## src/rtl/medicine_uart_rx.sv

```systemverilog
// 8N1 UART receiver: decodes the medicine controller's txd stream into bytes on a
// valid/ready holding register, with framing-error pulse and sticky overrun flag.
`timescale 1ns/1ps

module medicine_uart_rx #(
  parameter int CLKS_PER_BIT = 434,
  parameter int DATA_BITS    = 8
) (
  input  logic       clk,
  input  logic       rst,
  input  logic       rxd,
  output logic [7:0] rx_data,
  output logic       rx_valid,
  input  logic       rx_ready,
  output logic       frame_err,
  output logic       overrun,
  input  logic       clr_err,
  output logic       busy
);

  // state     | meaning
  // IDLE      | line idle, waiting for a falling edge on rxd_s
  // START     | timing to the middle of the start bit to reject glitches
  // DATA      | sampling data bits LSB first, one per bit period
  // STOP      | sampling the stop bit; deliver or flag framing error
  // WAIT_HIGH | after a framing error, wait for the line to return high
  typedef enum logic [2:0] {
    IDLE      = 3'd0,
    START     = 3'd1,
    DATA      = 3'd2,
    STOP      = 3'd3,
    WAIT_HIGH = 3'd4
  } state_t;

  localparam int CNT_W = $clog2(CLKS_PER_BIT);
  localparam logic [CNT_W-1:0] HALF_CNT = CNT_W'(CLKS_PER_BIT / 2 - 1);
  localparam logic [CNT_W-1:0] LAST_CNT = CNT_W'(CLKS_PER_BIT - 1);
  localparam logic [2:0]       LAST_BIT = 3'(DATA_BITS - 1);

  state_t               state, state_n;
  logic [CNT_W-1:0]     cnt, cnt_n;
  logic [2:0]           bit_idx, bit_idx_n;
  logic [DATA_BITS-1:0] shift, shift_n;
  logic                 rxd_meta, rxd_s;
  logic                 deliver, ferr_set;

  // Synchroniser flops reset high so a reset never looks like a start bit.
  always_ff @(posedge clk) begin
    if (rst) begin
      rxd_meta <= 1'b1;
      rxd_s    <= 1'b1;
    end else begin
      rxd_meta <= rxd;
      rxd_s    <= rxd_meta;
    end
  end

  always_ff @(posedge clk) begin
    if (rst) begin
      state   <= IDLE;
      cnt     <= '0;
      bit_idx <= '0;
      shift   <= '0;
    end else begin
      state   <= state_n;
      cnt     <= cnt_n;
      bit_idx <= bit_idx_n;
      shift   <= shift_n;
    end
  end

  always_comb begin
    state_n   = state;
    cnt_n     = cnt + CNT_W'(1);
    bit_idx_n = bit_idx;
    shift_n   = shift;
    deliver   = 1'b0;
    ferr_set  = 1'b0;
    case (state)
      IDLE: begin
        cnt_n = '0;
        if (!rxd_s) state_n = START;
      end
      START: begin
        if (cnt == HALF_CNT) begin
          cnt_n     = '0;
          bit_idx_n = '0;
          state_n   = rxd_s ? IDLE : DATA;
        end
      end
      DATA: begin
        if (cnt == LAST_CNT) begin
          cnt_n     = '0;
          shift_n   = {rxd_s, shift[DATA_BITS-1:1]};
          bit_idx_n = bit_idx + 3'd1;
          if (bit_idx == LAST_BIT) state_n = STOP;
        end
      end
      STOP: begin
        // Leave at mid stop bit so a zero-gap next start edge is not missed.
        if (cnt == LAST_CNT) begin
          cnt_n = '0;
          if (rxd_s) begin
            deliver = 1'b1;
            state_n = IDLE;
          end else begin
            ferr_set = 1'b1;
            state_n  = WAIT_HIGH;
          end
        end
      end
      WAIT_HIGH: begin
        cnt_n = '0;
        if (rxd_s) state_n = IDLE;
      end
      default: begin
        cnt_n   = '0;
        state_n = IDLE;
      end
    endcase
  end

  always_ff @(posedge clk) begin
    if (rst) begin
      rx_data   <= '0;
      rx_valid  <= 1'b0;
      frame_err <= 1'b0;
      overrun   <= 1'b0;
    end else begin
      frame_err <= ferr_set;
      if (deliver && (!rx_valid || rx_ready)) begin
        rx_data  <= shift;
        rx_valid <= 1'b1;
      end else if (rx_valid && rx_ready) begin
        rx_valid <= 1'b0;
      end
      // A new overrun in the same cycle as clr_err keeps the flag set.
      if (deliver && rx_valid && !rx_ready) overrun <= 1'b1;
      else if (clr_err)                     overrun <= 1'b0;
    end
  end

  assign busy = (state != IDLE);

endmodule
```

## config.mk

```make
export PLATFORM = sky130hd
export DESIGN_NAME = medicine_uart_rx
export DESIGN_NICKNAME = d
export VERILOG_FILES = /design/src/rtl/medicine_uart_rx.sv
export SDC_FILE = /design/constraint.sdc
export NUM_CORES = 1
export LEC_CHECK = 0
export CORE_ASPECT_RATIO = 0.6
export CORE_UTILIZATION = 55
export CTS_CLUSTER_SIZE = 8
export DETAILED_ROUTE_END_ITERATION = 6
export HOLD_SLACK_MARGIN = 0.02
export PLACE_DENSITY = 0.89
export SYNTH_ARGS = -nofsm -noshare
export SYNTH_HDL_FRONTEND = slang
export SYNTH_SLANG_ARGS = --single-unit
```

## constraint.sdc

```tcl
create_clock -name clk -period 2.4 [get_ports clk]
set_clock_uncertainty 0.1 [all_clocks]
set_input_delay 0.48 -clock clk [delete_from_list [all_inputs] [get_ports clk]]
set_output_delay 0.48 -clock clk [all_outputs]
set_load 0.01 [all_outputs]
```

# After elaboration in Yosys (flattened, before gate mapping)
# Index checks and enable logic that the tools add are counted.
# totals
mem_bits_rw	0
register_bits	36
mem_bits_ro	0
elab_cells	67
latchBits	0
n_memories	0
out_inout_bits	12
in_bits	5
# classes
n_addsub	2
mux	23
order_cmp	0
n_bitwise	2
eq_ne	13
div	0
n_mul	0
n_shift	0
reduce_logical	17
# ops
op	n
$mux W3	9
$mux W9	2
$pmux W9 S2	1
$pmux W3 S5	1
$ne A2 B2 Y1 const B	6
$add A9 B1 Y9 const B	1
$eq A9 B8 Y1 const B	1
$eq A9 B9 Y1 const B	1
$mux W1	8
$eq A3 B2 Y1 const B	2
$eq A3 B3 Y1 const B	2
$pmux W3 S2	1
$reduce_and A6 Y1	1
$reduce_bool A2 Y1	3
$logic_and A1 B1 Y1	4
$add A3 B1 Y3 const B	1
$eq A3 B1 Y1 const B	1
$logic_not A3 Y1	1
$reduce_and A3 Y1	1
$reduce_bool A3 Y1	1
$reduce_or A3 Y1	1
$logic_not A1 Y1	2
$mux W2	1
$not A1 Y1	2
3 further kinds	3

# Depth between registers and ports, before layout
# depth
word_depth	6
ltp_mapped	7
depth_no_buf	6

# Worst setup path after synthesis
# Ideal clock, no wire load.
# synth_path
path_type	flip-flop to flip-flop
start	register cnt[0]
end	register shift[0]
n_path_buf	1
t_required_ns	2.172
setup_ns	0.128
slack_ns	0.547
synth_period_minus_slack_ns	1.853
path_stages_with_launch	7
arrival_time_ns	1.626
cell_sequence	dfxtp_1 -> ha_1 -> nor4bb_1 -> and3_1 -> buf_2 -> mux2i_1 -> nor2_1
# synth_via
elab_chain_cells	2
# synth_lines
element	line_no	rtl
from (decl)	41	logic [CNT_W-1:0] cnt, cnt_n;
from (signal assigned)	66	cnt <= cnt_n;
$eq A9 B9 Y1	92	if (cnt == LAST_CNT) begin
$reduce_and A2 Y1 (no line)	--	
to (signal assigned)	68	shift <= shift_n;
to (decl)	43	logic [DATA_BITS-1:0] shift, shift_n;
# No other way between the ends.
# A chain may end at the register's enable or synchronous reset.

# Final worst setup path
# layout_path
start	register cnt[0]
end	register shift[6]
# Same word-level chain as after synthesis.

==> out/metrics.yaml <==
sta:
  post-route-period-util_pct: 90.02
  rsz0062_at_grt: "false"
  timing.hold.ws_ns: 0.3272
  tightest_slew_ns: 0.4615
  relSlewSlack_pct: 68.81
  hold_viol: 0
  period_needed_ns: 2.161
  report.final.setup_viol: 0
  slew_violations: 0
  setup_tns_ns: 0
  fin_ws_ns: 0.2394
  max_clock_freq_mhz: 462.8
yosys:
  ys_top_cells_by_area: "dfxtp_1 (45%), mux2i_1 (9.4%), nor2_1 (7.3%), ha_1 (3.9%), xnor2_1 (3.3%)"
  ys_seq_area_share_pct: 45.35
  synthCells: 167
  synthSimpleGateAreaFrac_pct: 27.17
  yosys.area_share.adder_pct: 3.937
  yosysTopAreaCell: "dfxtp_1"
  synth.area.mux_share_pct: 9.449
  syn_area_per_cell_um2: 9.515
  syn_nets: 177
  synth_most_common_cell: "dfxtp_1"
  synth-seq-cells: 36
  synthArstFlopShare_pct: 0
  synthTopCellsByCount: "dfxtp_1 (36), nor2_1 (31), mux2i_1 (15), nand3_1 (8)"
  synth_top_cell_area_share_pct: 45.35
  synthFlopType: "dfxtp_1"
  synth_cell_types: 35
  yosysWarnings: 0
  synth-compound-area-share_pct: 5.906
  synth_edf_count: 0
  synth_area_um2: 1589
  synth_top_family_by_area: "simple AND/OR/NAND/NOR gates"
  synthXorXnorAreaFrac_pct: 4.409
cells_and_area:
  drive_above_1_share_pct: 9.730
  fillers: 180
  area_growth_pct: 18.50
  layout.nets: 194
  postLayoutCellArea_um2: 1883
  num_antenna_cells: 0
  fin_util_pct: 71.67
place:
  place_area_um2: 1770
  routabilityCongestion: 0.8649
  detailedPlace.worstSlack_ns: 0.1776
  port_buffers: 16
  dp_hpwl_um: 2672
clocking:
  htreeDepth: 2
  cts_made_buffers: 5
  cts_tree: "built"
  root_buffer: "clkbuf_8"
  cts_resized: 0
  clk_latency_ns: 0.30
  cts_num_sinks: 36
  cts_setup_buffers: 0
  cts-hold-fix-buffers: 0
  clk_path_buf_depth: 2
  clkSlewWorstSetupHoldPaths_ns: 0.07
pwr:
  power.switching_mw: 0.3249
  comb_power_share_pct: 9.6
  p_int_mw: 0.9692
  clkPwrFrac_pct: 41.4
  vdd_drop_max_mv: 0.4797
  sequentialPowerShare_pct: 49.0
  swShare_pct: 25.11
  p_leak_nw: 0.6399
  power.density_nw_per_um2: 687.2
worst_setup_path:
  cp.required_ns: 2.49
  cp-start-kind: "flop"
  arrival_ns: 2.25
  end_kind: "flop"
  worstSetupPathType: "flop to flop"
  critPathMaxFanout: 10
global_routing:
  grt_usage_pct: 27.31
  grt_pass1_vias: 1279
  antenna_found_initial: 0
  grt_max_degree: 28
  grt-ovfl-total: 0
  grt_pass1_wl_um: 6106
route:
  post-route-drc-count: 0
  ant_nets: 0
  via_per_inst: 5.986
  drtIter0Drc: 116
  route.vias.total: 1299
  wirelength_um: 3690
  dr.pass1.iters: 4
  wl_per_cell_um: 17.00
die:
  start_util_pct: 60.48
  rows: 14
  die_h_um: 43.64
  core_um2: 2628
  io_pins: 17
  die_w_um: 71.39
  dieArea_um2: 3115
flow_run:
  max_cap_violations: 0
hold_path:
  hold_class: "flop to flop"
run_status:
  outcome: "finished clean"
-- flip-flops by register name (all words and copies together), names as in the netlist --
signal and count:
rx_valid 1, rxd_meta 1, state 3, rxd_s 1
overrun 1, cnt 9, rx_data 8, frame_err 1
shift 8, bit_idx 3
-- metrics by stage --
stage | power [mW] | cells
final | 1.294 | 217
after global routing | 1.335 | 217
after CTS | 1.295 | 217
after detailed placement | 0.7684 | 209
after global placement | 0.7551 | 209
after floorplan | 0.7230 | 167
-- power groups by stage --
stage	logic (mW)	clock network, mW	registers, mW
finish	0.124	0.536	0.634
global route	0.134	0.565	0.636
CTS	0.123	0.540	0.632
detailed placement	0.122	0	0.646
global placement	0.113	0	0.642
floorplan	0.0975	0	0.625
-- per-layer routing --
metal  wire (um)  GRT usage (%)
met5           0              0
met4          78          16.40
met3         224          8.605
met2        1804          44.57
met1        1583          32.31
-- kinds of logic after synthesis --
group                      Yosys count
AOI/OAI and AO/OA                   15
adders and majority gates            5
muxes                               15
DFF                                 36
buffers and inverters               15
xor gates and xnor gates             8
and+or+nand+nor                     73
-- cells in the final DEF, fill, tap and decap left out, types with 2 or more instances in the layout --
| cell | Yosys | layout |
|---|---|---|
| a21oi_1 | 7 | 7 |
| buf_4 | 0 | 2 |
| clkbuf_8 | 0 | 5 |
| clkdlybuf4s50_1 | 0 | 16 |
| dfxtp_1 | 36 | 36 |
| ha_1 | 5 | 5 |
| inv_1 | 7 | 7 |
| mux2i_1 | 15 | 15 |
| nand2_1 | 5 | 5 |
| nand2b_1 | 2 | 2 |
| nand3_1 | 8 | 8 |
| nand4_1 | 3 | 3 |
| nand4b_1 | 3 | 3 |
| nor2_1 | 31 | 31 |
| nor3_1 | 5 | 5 |
| nor3b_1 | 3 | 3 |
| o21ai_0 | 2 | 2 |
| or2_2 | 3 | 3 |
| xnor2_1 | 6 | 6 |
| xor2_1 | 2 | 2 |
-- path summary, 6_finish.rpt --
check	from	to	slack [ns]	depth (start not counted)
setup / recovery	cnt[0]$_SDFF_PP0_	shift[6]$_SDFFE_PP0P_	0.24	5
hold / removal	rxd_meta$_SDFF_PP1_	rxd_s$_SDFF_PP1_	0.33	1
setup reg to reg	cnt[0]$_SDFF_PP0_	shift[6]$_SDFFE_PP0P_	0.24	5
hold reg to reg	rxd_meta$_SDFF_PP1_	rxd_s$_SDFF_PP1_	0.33	1
-- worst max-delay path: stages, from the launching register on --
cell and delay, ns:
dfxtp_1 0.44, ha_1 0.24, nor4bb_1 0.47, and3_2 0.46
mux2i_1 0.27, nor2_1 0.06
-- cell type report --
type	instances	area [um2]	area share, %
Timing Repair Buffer	18	175.2	9.302
Tap cell	32	40.04	2.126
Multi-Input combinational cell	116	809.5	42.99
Sequential cell	36	720.7	38.27
Clock buffer	5	68.82	3.654
Clock inverter	3	42.54	2.259
Inverter	7	26.28	1.395
(Power assumes the default switching activity.)
